===== src/rtl/mem_arb_pkg.sv =====
// Shared types and constants for the memory-bus arbiter slice.
package mem_arb_pkg;

    localparam int unsigned NUM_REQ = 3;
    localparam int unsigned AW      = 32;
    localparam int unsigned DW      = 32;
    localparam int unsigned IW      = (NUM_REQ > 1) ? $clog2(NUM_REQ) : 1;

    typedef logic [IW-1:0] idx_t;
    typedef logic [1:0]    arb_state_t;

    localparam logic [1:0] IDLE    = 2'd0;
    localparam logic [1:0] ISSUE   = 2'd1;
    localparam logic [1:0] RELEASE = 2'd2;

    // Round-robin successor with wrap at NUM_REQ
    function automatic idx_t next_idx(input idx_t i);
        return (32'(i) == NUM_REQ - 1) ? '0 : idx_t'(32'(i) + 32'd1);
    endfunction

endpackage


===== src/rtl/mem_bus_arbiter_if.sv =====
// Requester-side and interpreter-side bus bundle of the memory-bus arbiter.
interface mem_bus_arbiter_if;
    import mem_arb_pkg::*;

    logic [NUM_REQ*AW-1:0] req_addr;
    logic [NUM_REQ*DW-1:0] req_data_i;
    logic [NUM_REQ-1:0]    req_ren;
    logic [NUM_REQ-1:0]    req_wen;
    logic [NUM_REQ-1:0]    req_ack;
    logic [DW-1:0]         req_data_o;
    logic [AW-1:0]         m_addr;
    logic [DW-1:0]         m_data_i;
    logic                  m_ren;
    logic                  m_wen;
    logic                  m_ack;
    logic [DW-1:0]         m_data_o;
    logic [NUM_REQ-1:0]    gnt;

    modport master (
        input  req_addr, req_data_i, req_ren, req_wen, m_ack, m_data_o,
        output req_ack, req_data_o, m_addr, m_data_i, m_ren, m_wen, gnt
    );

    modport slave (
        output req_addr, req_data_i, req_ren, req_wen, m_ack, m_data_o,
        input  req_ack, req_data_o, m_addr, m_data_i, m_ren, m_wen, gnt
    );

endinterface


===== src/rtl/arb_picker.sv =====
// Combinational winner selection; rotates from i_ptr when ARB_ROUND_ROBIN_EN is defined,
// otherwise lowest active index wins.
module arb_picker
    import mem_arb_pkg::*;
(
    input  logic [NUM_REQ-1:0] i_active,
`ifdef ARB_ROUND_ROBIN_EN
    input  idx_t               i_ptr,
`endif
    output logic [NUM_REQ-1:0] o_gnt_c,
    output idx_t               o_idx_c,
    output logic               o_any_c
);

    idx_t w_j;

    always_comb begin
        o_gnt_c = '0;
        o_idx_c = '0;
        o_any_c = 1'b0;
        w_j     = '0;
        for (int k = 0; k < NUM_REQ; k++) begin
`ifdef ARB_ROUND_ROBIN_EN
            w_j = idx_t'((32'(i_ptr) + 32'(k)) % NUM_REQ);
`else
            w_j = idx_t'(k);
`endif
            if (!o_any_c && i_active[w_j]) begin
                o_any_c      = 1'b1;
                o_gnt_c[w_j] = 1'b1;
                o_idx_c      = w_j;
            end
        end
    end

endmodule


===== src/rtl/mem_bus_arbiter.sv =====
// Shares one ren/wen/ack memory port among NUM_REQ masters, one transaction at a time.
// Define ARB_ROUND_ROBIN_EN for round-robin selection; fixed priority otherwise.
module mem_bus_arbiter
    import mem_arb_pkg::*;
(
    input  logic              clk,
    input  logic              rst,
    mem_bus_arbiter_if.master bus
);

    arb_state_t         r_state, w_state;
    logic [NUM_REQ-1:0] r_gnt,   w_gnt;
    logic [AW-1:0]      r_addr,  w_addr;
    logic [DW-1:0]      r_wdata, w_wdata;
    logic               r_ren,   w_ren;
    logic               r_wen,   w_wen;
    logic [NUM_REQ-1:0] r_ack,   w_ack;
    logic [DW-1:0]      r_rdata, w_rdata;
`ifdef ARB_ROUND_ROBIN_EN
    idx_t               r_idx,   w_idx;
    idx_t               r_ptr,   w_ptr;
`endif

    logic [NUM_REQ-1:0] w_pick;
    idx_t               w_pick_idx;
    logic               w_any;

    arb_picker u_picker (
        .i_active (bus.req_ren | bus.req_wen),
`ifdef ARB_ROUND_ROBIN_EN
        .i_ptr    (r_ptr),
`endif
        .o_gnt_c  (w_pick),
        .o_idx_c  (w_pick_idx),
        .o_any_c  (w_any)
    );

    // Next-state and next-output logic
    always_comb begin
        w_state = r_state;
        w_gnt   = r_gnt;
        w_addr  = r_addr;
        w_wdata = r_wdata;
        w_ren   = r_ren;
        w_wen   = r_wen;
        w_ack   = '0;
        w_rdata = r_rdata;
`ifdef ARB_ROUND_ROBIN_EN
        w_idx   = r_idx;
        w_ptr   = r_ptr;
`endif
        case (r_state)
            IDLE: begin
                // A stale ack from the interpreter blocks any new grant
                if (w_any && !bus.m_ack) begin
                    w_state = ISSUE;
                    w_gnt   = w_pick;
                    w_addr  = bus.req_addr[32'(w_pick_idx)*AW +: AW];
                    w_wdata = bus.req_data_i[32'(w_pick_idx)*DW +: DW];
                    w_ren   = bus.req_ren[w_pick_idx];
                    w_wen   = bus.req_wen[w_pick_idx] & ~bus.req_ren[w_pick_idx];
`ifdef ARB_ROUND_ROBIN_EN
                    w_idx   = w_pick_idx;
`endif
                end
            end
            ISSUE: begin
                if (bus.m_ack) begin
                    w_state = RELEASE;
                    w_rdata = bus.m_data_o;
                    w_ack   = r_gnt;
                    w_ren   = 1'b0;
                    w_wen   = 1'b0;
`ifdef ARB_ROUND_ROBIN_EN
                    w_ptr   = next_idx(r_idx);
`endif
                end
            end
            RELEASE: begin
                if (!bus.m_ack) begin
                    w_state = IDLE;
                    w_gnt   = '0;
                end
            end
            default: w_state = IDLE;
        endcase
    end

    always_ff @(posedge clk or posedge rst) begin
        if (rst) begin
            r_state <= IDLE;
            r_gnt   <= '0;
            r_addr  <= '0;
            r_wdata <= '0;
            r_ren   <= 1'b0;
            r_wen   <= 1'b0;
            r_ack   <= '0;
            r_rdata <= '0;
`ifdef ARB_ROUND_ROBIN_EN
            r_idx   <= '0;
            r_ptr   <= '0;
`endif
        end else begin
            r_state <= w_state;
            r_gnt   <= w_gnt;
            r_addr  <= w_addr;
            r_wdata <= w_wdata;
            r_ren   <= w_ren;
            r_wen   <= w_wen;
            r_ack   <= w_ack;
            r_rdata <= w_rdata;
`ifdef ARB_ROUND_ROBIN_EN
            r_idx   <= w_idx;
            r_ptr   <= w_ptr;
`endif
        end
    end

    assign bus.m_addr     = r_addr;
    assign bus.m_data_i   = r_wdata;
    assign bus.m_ren      = r_ren;
    assign bus.m_wen      = r_wen;
    assign bus.gnt        = r_gnt;
    assign bus.req_ack    = r_ack;
    assign bus.req_data_o = r_rdata;

endmodule


===== src/flat_wrapper.sv =====
// flat-port wrapper written by rule: the top's interface ports become plain ports
module mem_bus_arbiter_flat import mem_arb_pkg::*;
  (clk, rst, bus_req_addr, bus_req_data_i, bus_req_ren, bus_req_wen, bus_m_ack, bus_m_data_o, bus_req_ack, bus_req_data_o, bus_m_addr, bus_m_data_i, bus_m_ren, bus_m_wen, bus_gnt);
  mem_bus_arbiter_if bus_i ();
  input  logic clk;
  input  logic rst;
  input wire logic [$bits(bus_i.req_addr)-1:0] bus_req_addr;
  input wire logic [$bits(bus_i.req_data_i)-1:0] bus_req_data_i;
  input wire logic [$bits(bus_i.req_ren)-1:0] bus_req_ren;
  input wire logic [$bits(bus_i.req_wen)-1:0] bus_req_wen;
  input wire logic [$bits(bus_i.m_ack)-1:0] bus_m_ack;
  input wire logic [$bits(bus_i.m_data_o)-1:0] bus_m_data_o;
  output wire logic [$bits(bus_i.req_ack)-1:0] bus_req_ack;
  output wire logic [$bits(bus_i.req_data_o)-1:0] bus_req_data_o;
  output wire logic [$bits(bus_i.m_addr)-1:0] bus_m_addr;
  output wire logic [$bits(bus_i.m_data_i)-1:0] bus_m_data_i;
  output wire logic [$bits(bus_i.m_ren)-1:0] bus_m_ren;
  output wire logic [$bits(bus_i.m_wen)-1:0] bus_m_wen;
  output wire logic [$bits(bus_i.gnt)-1:0] bus_gnt;
  assign bus_i.req_addr = bus_req_addr;
  assign bus_i.req_data_i = bus_req_data_i;
  assign bus_i.req_ren = bus_req_ren;
  assign bus_i.req_wen = bus_req_wen;
  assign bus_i.m_ack = bus_m_ack;
  assign bus_i.m_data_o = bus_m_data_o;
  assign bus_req_ack = bus_i.req_ack;
  assign bus_req_data_o = bus_i.req_data_o;
  assign bus_m_addr = bus_i.m_addr;
  assign bus_m_data_i = bus_i.m_data_i;
  assign bus_m_ren = bus_i.m_ren;
  assign bus_m_wen = bus_i.m_wen;
  assign bus_gnt = bus_i.gnt;
  mem_bus_arbiter u_core (.clk(clk), .rst(rst), .bus(bus_i));
endmodule

===== config.mk =====
export PLATFORM = sky130hd
export DESIGN_NAME = mem_bus_arbiter_flat
export DESIGN_NICKNAME = d
export VERILOG_FILES = /design/src/rtl/mem_arb_pkg.sv /design/src/rtl/mem_bus_arbiter_if.sv /design/src/rtl/arb_picker.sv /design/src/rtl/mem_bus_arbiter.sv /design/src/flat_wrapper.sv
export SDC_FILE = /design/constraint.sdc
export NUM_CORES = 1
export LEC_CHECK = 0
export ABC_AREA = 1
export CAP_MARGIN = 20
export CORE_AREA = 3 3 130 132
export CTS_BUF_LIST = sky130_fd_sc_hd__clkbuf_16
export DETAILED_ROUTE_END_ITERATION = 7
export DIE_AREA = 0 0 133 135
export PLACE_DENSITY = 0.8
export SLEW_MARGIN = 20
export SYNTH_ARGS = -nofsm -noshare
export SYNTH_HDL_FRONTEND = slang
export SYNTH_SLANG_ARGS = --single-unit

===== constraint.sdc =====
create_clock -name clk -period 8.1 [get_ports clk]
set_input_delay 0.81 -clock clk [delete_from_list [all_inputs] [get_ports clk]]
set_output_delay 0.81 -clock clk [all_outputs]
set_load 0.02 [all_outputs]

## Word level (Yosys, flattened, before mapping)

Cells that the tools add are included.

| cells by class | value |
|---|---|
| magnitude comparators | 1 |
| equality and inequality tests | 5 |
| shifts and indexed selects | 2 |
| mux-type cells | 24 |
| bitwise gates (word level) | 3 |
| reduce and logical (&&, ||, !) cells | 14 |

Operators by type and width:

| kind | number |
|---|---|
| $shiftx A96 B8 Y32 | 2 |
| $mux W1 | 11 |
| $mux W3 | 3 |
| $mux W2 | 4 |
| $pmux W2 S3 | 1 |
| $pmux W3 S2 | 1 |
| $reduce_and A2 Y1 | 3 |
| $reduce_and A3 Y1 | 2 |
| $bmux W1 S2 | 2 |
| $ne A2 B2 Y1 const B | 2 |
| $pmux W1 S2 | 2 |
| $reduce_bool A2 Y1 | 2 |
| $logic_and A1 B1 Y1 | 3 |
| $logic_not A1 Y1 | 3 |
| $lt A2 B3 Y1 const B | 1 |
| $or A3 B3 Y3 | 1 |
| $eq A2 B1 Y1 const B | 1 |
| $eq A2 B2 Y1 const B | 1 |
| $logic_not A2 Y1 | 1 |
| $ne A2 B1 Y1 const B | 1 |
| $and A1 B1 Y1 | 1 |
| $not A1 Y1 | 1 |

| storage, ports and cells | value |
|---|---|
| bits in registers | 106 |
| input port bits | 233 |
| logic and storage cells | 57 |

## Logic depth before layout (Yosys ltp)

| logic depth | value |
|---|---|
| depth after elaboration | 14 |
| depth in mapped cells | 9 |
| gate-level depth less buffers | 7 |

## Modules after synthesis

Synthesis repeated with hierarchy kept, for this count alone.

| unflattened totals | value |
|---|---|
| cells, all modules | 771 |
| area, all modules | 5496.5 µm² |

By module, submodules not included:

| module | times used | cells an instance | area an instance (µm²) | sequential area each (µm²) |
|---|---|---|---|---|
| mem_bus_arbiter | 1 | 761 | 5441.5 | 2652.5 |
| arb_picker | 1 | 10 | 55.1 | 0.0 |

## Worst setup path after synthesis

Ideal clock, no wire load.

| timing | value |
|---|---|
| kind | input to register |
| start | input port bus_req_wen[0] |
| end | register u_core.r_addr[10], in the netlist u_core.bus.m_addr[10] |
| data arrival time | 1608 ps |
| path slack | 6374 ps |
| stages on the path | 7 |
| buffers on the path | 3 |
| path through | nor2_2 > buf_4 > buf_6 > buf_4 > nand4_1 > nand3_1 > nand2_1 |

| between the ends | value |
|---|---|
| word-level cells in the longest chain between the ends | 10 |

Ends and longest elaborated chain:

| element | line | RTL |
|---|---|---|
| start, declared | flat_wrapper.sv:10 | `input wire logic [$bits(bus_i.req_wen)-1:0] bus_req_wen;` |
| $or A3 B3 Y3 (*) | mem_bus_arbiter.sv:29 | `.i_active (bus.req_ren \| bus.req_wen),` |
| $mux W1 (*) | arb_picker.sv:28 | `if (!o_any_c && i_active[w_j]) begin` |
| parallel branches: the longest is 8 deep, another holds $shiftx A96 B8 Y32 | - |  |
| end signal, assigned | mem_bus_arbiter.sv:106 | `r_addr <= w_addr;` |
| end, declared | mem_bus_arbiter.sv:13 | `logic [AW-1:0] r_addr, w_addr;` |

Mark *: on every way between the ends.
A chain may end at the register's enable or synchronous reset.

## Worst setup path in the final report

| timing | value |
|---|---|
| start | input port bus_req_wen[0] |
| end | register u_core.r_addr[28], in the netlist u_core.bus.m_addr[28] |

Same word-level chain as after synthesis.

==> results.py <==
metrics = {
    "drt": {
        "route.detailed.drc": 0,
        "wl_met2_mm": 10.9,
        "top_layer": "met4",
        "drtAntennaViolNets": 0,
        "vias": 6776,
        "wl_met3_mm": 2.11,
        "wl_per_cell_um": 16.8,
        "wl_mm": 22.6,
        "dr.pass1.iters": 5,
        "drt_iter0_markers": 446,
        "routed_via_density": 5.05,
        "wl_met1_mm": 8.83,
    },
    "cts": {
        "post_cts_buffers": 0,
        "clk-insertion-delay-late_ns": 0.36,
        "post_cts_resized": 0,
        "cts_tree": "done",
        "cts_buffers": 9,
        "root_buffer": "clkbuf_16",
        "clockBufferDepth": 2,
        "htreeDepth": 3,
        "path_clk_slew_ns": 0.07,
        "clock_sinks": 106,
        "cts-hold-fix-buffers": 0,
    },
    "floorplan": {
        "ios": 337,
        "initial_core_util_pct": 37.4,
        "die_width_um": 133,
        "rows": 46,
        "die-area_um2": 18000,
        "core_area_um2": 15800,
        "die_h_um": 135,
    },
    "timing": {
        "max_freq_mhz": 326,
        "rsz0062_at_grt": "no",
        "finalCritPeriodShare_pct": 37.8,
        "tns_ns": 0,
        "slew_violations": 0,
        "maxSlewHeadroom_pct": 34.2,
        "min_period_ns": 3.06,
        "hold_viol": 0,
        "tightest_slew_ns": 0.985,
        "setup_viol": 0,
        "finalClockSkew_ns": 0.00988,
    },
    "run": {
        "drv_cap": 0,
    },
    "power": {
        "peakVddDrop_v": 0.000126,
        "p_total_mw": 2.81,
        "leakagePower_nw": 4.63,
        "p_per_area_nw_per_um2": 293,
    },
    "finish": {
        "layoutNonFillerInstCount": 1343,
        "final_area_um2": 9600,
        "n_fill_cell": 1430,
        "area_growth_pct": 62.1,
        "drive_gt1_share_pct": 3.37,
        "multi_input_area_um2": 2630,
        "area.sequential_um2": 2650,
        "nNetsFinal": 1354,
    },
    "critical_path": {
        "cp-start-kind": "input port",
        "arrival_ns": 3.30,
        "end_kind": "register",
        "cp_max_fo": 94,
        "r2r_cells": 6,
        "required_ns": 8.34,
        "worstSetupPathType": "input port to register",
    },
    "yosys": {
        "ys_warn_count": 0,
        "synth-xor-area-share_pct": 0,
        "ys_ff_latch": 106,
        "synthCells": 831,
        "synth_top_family_by_area": "simple AND/OR/NAND/NOR gates",
        "synthSimpleGateAreaFrac_pct": 43.7,
        "synth.area.mux_share_pct": 0,
        "synthAdderAreaFrac_pct": 0,
        "ys_seq_area_share_pct": 44.8,
        "synth_compound_area_share_pct": 0.465,
        "synth_area_um2": 5920,
        "syn_avg_cell_area_um2": 7.12,
        "yosysUniqueCellTypes": 18,
        "synth_nets": 1064,
    },
    "placed_design": {
        "place.port_buffers": 336,
        "placed_area_um2": 9280,
        "finalWeightedCongestion": 0.867,
        "hpwlAfterDp_mm": 15.9,
        "dp_cells": 1326,
    },
    "global_route": {
        "grt_pass1_vias": 6501,
        "grtUsageTotal_pct": 24.3,
        "antenna_found_initial": 1,
        "grt-ovfl-total": 0,
        "grt_max_degree": 95,
        "grt_pass1_wl_mm": 34.6,
    },
    "status": {
        "status": "finished clean",
    },
    "hold_path": {
        "hp-class": "register to register",
        "min_path_cells": 2,
    },
}
==> final timing paths <==
path,start,end,slack [ns]
min,u_core.bus.req_data_o[14],u_core.bus.req_data_o[14],0.48
min reg2reg,u_core.bus.req_data_o[14],u_core.bus.req_data_o[14],0.48
max,bus_req_wen[0],u_core.bus.m_addr[28],5.04
max reg2reg,u_core.r_state[0],u_core.bus.m_data_i[23],6.02
min in group asynchronous,rst,u_core.bus.req_data_o[21],0.92
max in group asynchronous,rst,u_core.bus.req_data_o[20],5.98
==> placed cells by master (no fill, tap or decap) <==
master           instances
buf_4                   11
bufinv_16                1
clkbuf_16                9
clkdlybuf4s50_1        336
clkinv_4                 2
clkinvlp_4               1
dfrtp_1                106
diode_2                  1
inv_1                   72
inv_2                    2
inv_4                    1
inv_6                    2
inv_8                    1
nand2_1                296
nand2_2                  4
nand3_1                198
nand3_2                  1
nand4_1                 61
nor2_1                  14
nor2_4                   2
nor3_2                   1
o21ai_1                  4
o21bai_1                 1
==> final cells by class <==
| cell class | instances | area share (%) |
|---|---|---|
| Clock inverter | 7 | 0.874 |
| Sequential cell | 106 | 27.6 |
| Antenna cell | 1 | 0.0261 |
| Multi-Input combinational cell | 582 | 27.4 |
| Inverter | 75 | 2.96 |
| Tap cell | 216 | 2.82 |
| Clock buffer | 9 | 2.35 |
| Timing Repair Buffer | 347 | 35.9 |
==> stage by stage <==
step | hold WS (ns) | util (%) | setup WS, ns
6_report | 0.477 | 60.6 | 5.04
5_1_grt | 0.496 | 60.6 | 4.81
4_1_cts | 0.484 | 60.6 | 5.03
3_5_place_dp | 0.464 | 58.7 | 4.64
3_3_place_gp | 0.460 | 58.7 | 4.77
2_1_floorplan | 0.531 | - | 4.50
==> per-layer routing <==
layer	GRT usage (%)	vias to the layer above
met5	0	-
met4	9.99	0
met3	6.48	47
met2	40.7	339
met1	29.8	3112
li1	-	3278
==> sequential cells by signal, summed over array words and instances, names as in the netlist <==
signal and count:
u_core.bus.m_addr 32, u_core.bus.m_data_i 32, u_core.bus.req_data_o 32, u_core.bus.gnt 3
u_core.bus.req_ack 3, u_core.r_state 2, u_core.bus.m_ren 1, u_core.bus.m_wen 1
==> worst max-delay path, cell delays in order <==
cell,delay [ns]
clkdlybuf4s50_1,0.46
nor2_4,0.14
buf_4,0.70
nand2_2,0.32
buf_4,0.39
nand2_1,0.14
nand3_1,0.07
nand3_1,0.13
nand2_1,0.07
==> Yosys cell counts, drive strengths merged <==
master    n  share of area, %
clkbuf   20               1.3
inv      75               4.8
nor3      1              0.17
o21bai    1              0.13
nand4    61               6.4
nand3   199                17
nand2   300                19
o21ai     4              0.34
dfrtp   106                45
buf      48               4.9
nor2     16               1.2
==> report_power, final <==
part / leakage, nW / internal (mW) / total [mW] / switching, mW
Clock: 0.149 / 0.246 / 0.463 / 0.217
Sequential: 1.32 / 0.772 / 0.913 / 0.142
Combinational: 3.16 / 0.651 / 1.43 / 0.781
Total: 4.63 / 1.67 / 2.81 / 1.14
==> logic make-up (layout without fill, tap and decap cells) <==
family / count (synthesis) / count (layout)
compound gates: 5 / 5
flops: 106 / 106
other cells: 0 / 1
buf+inv: 143 / 438
simple gates: 577 / 577
Power figures use the tool's default switching activity.
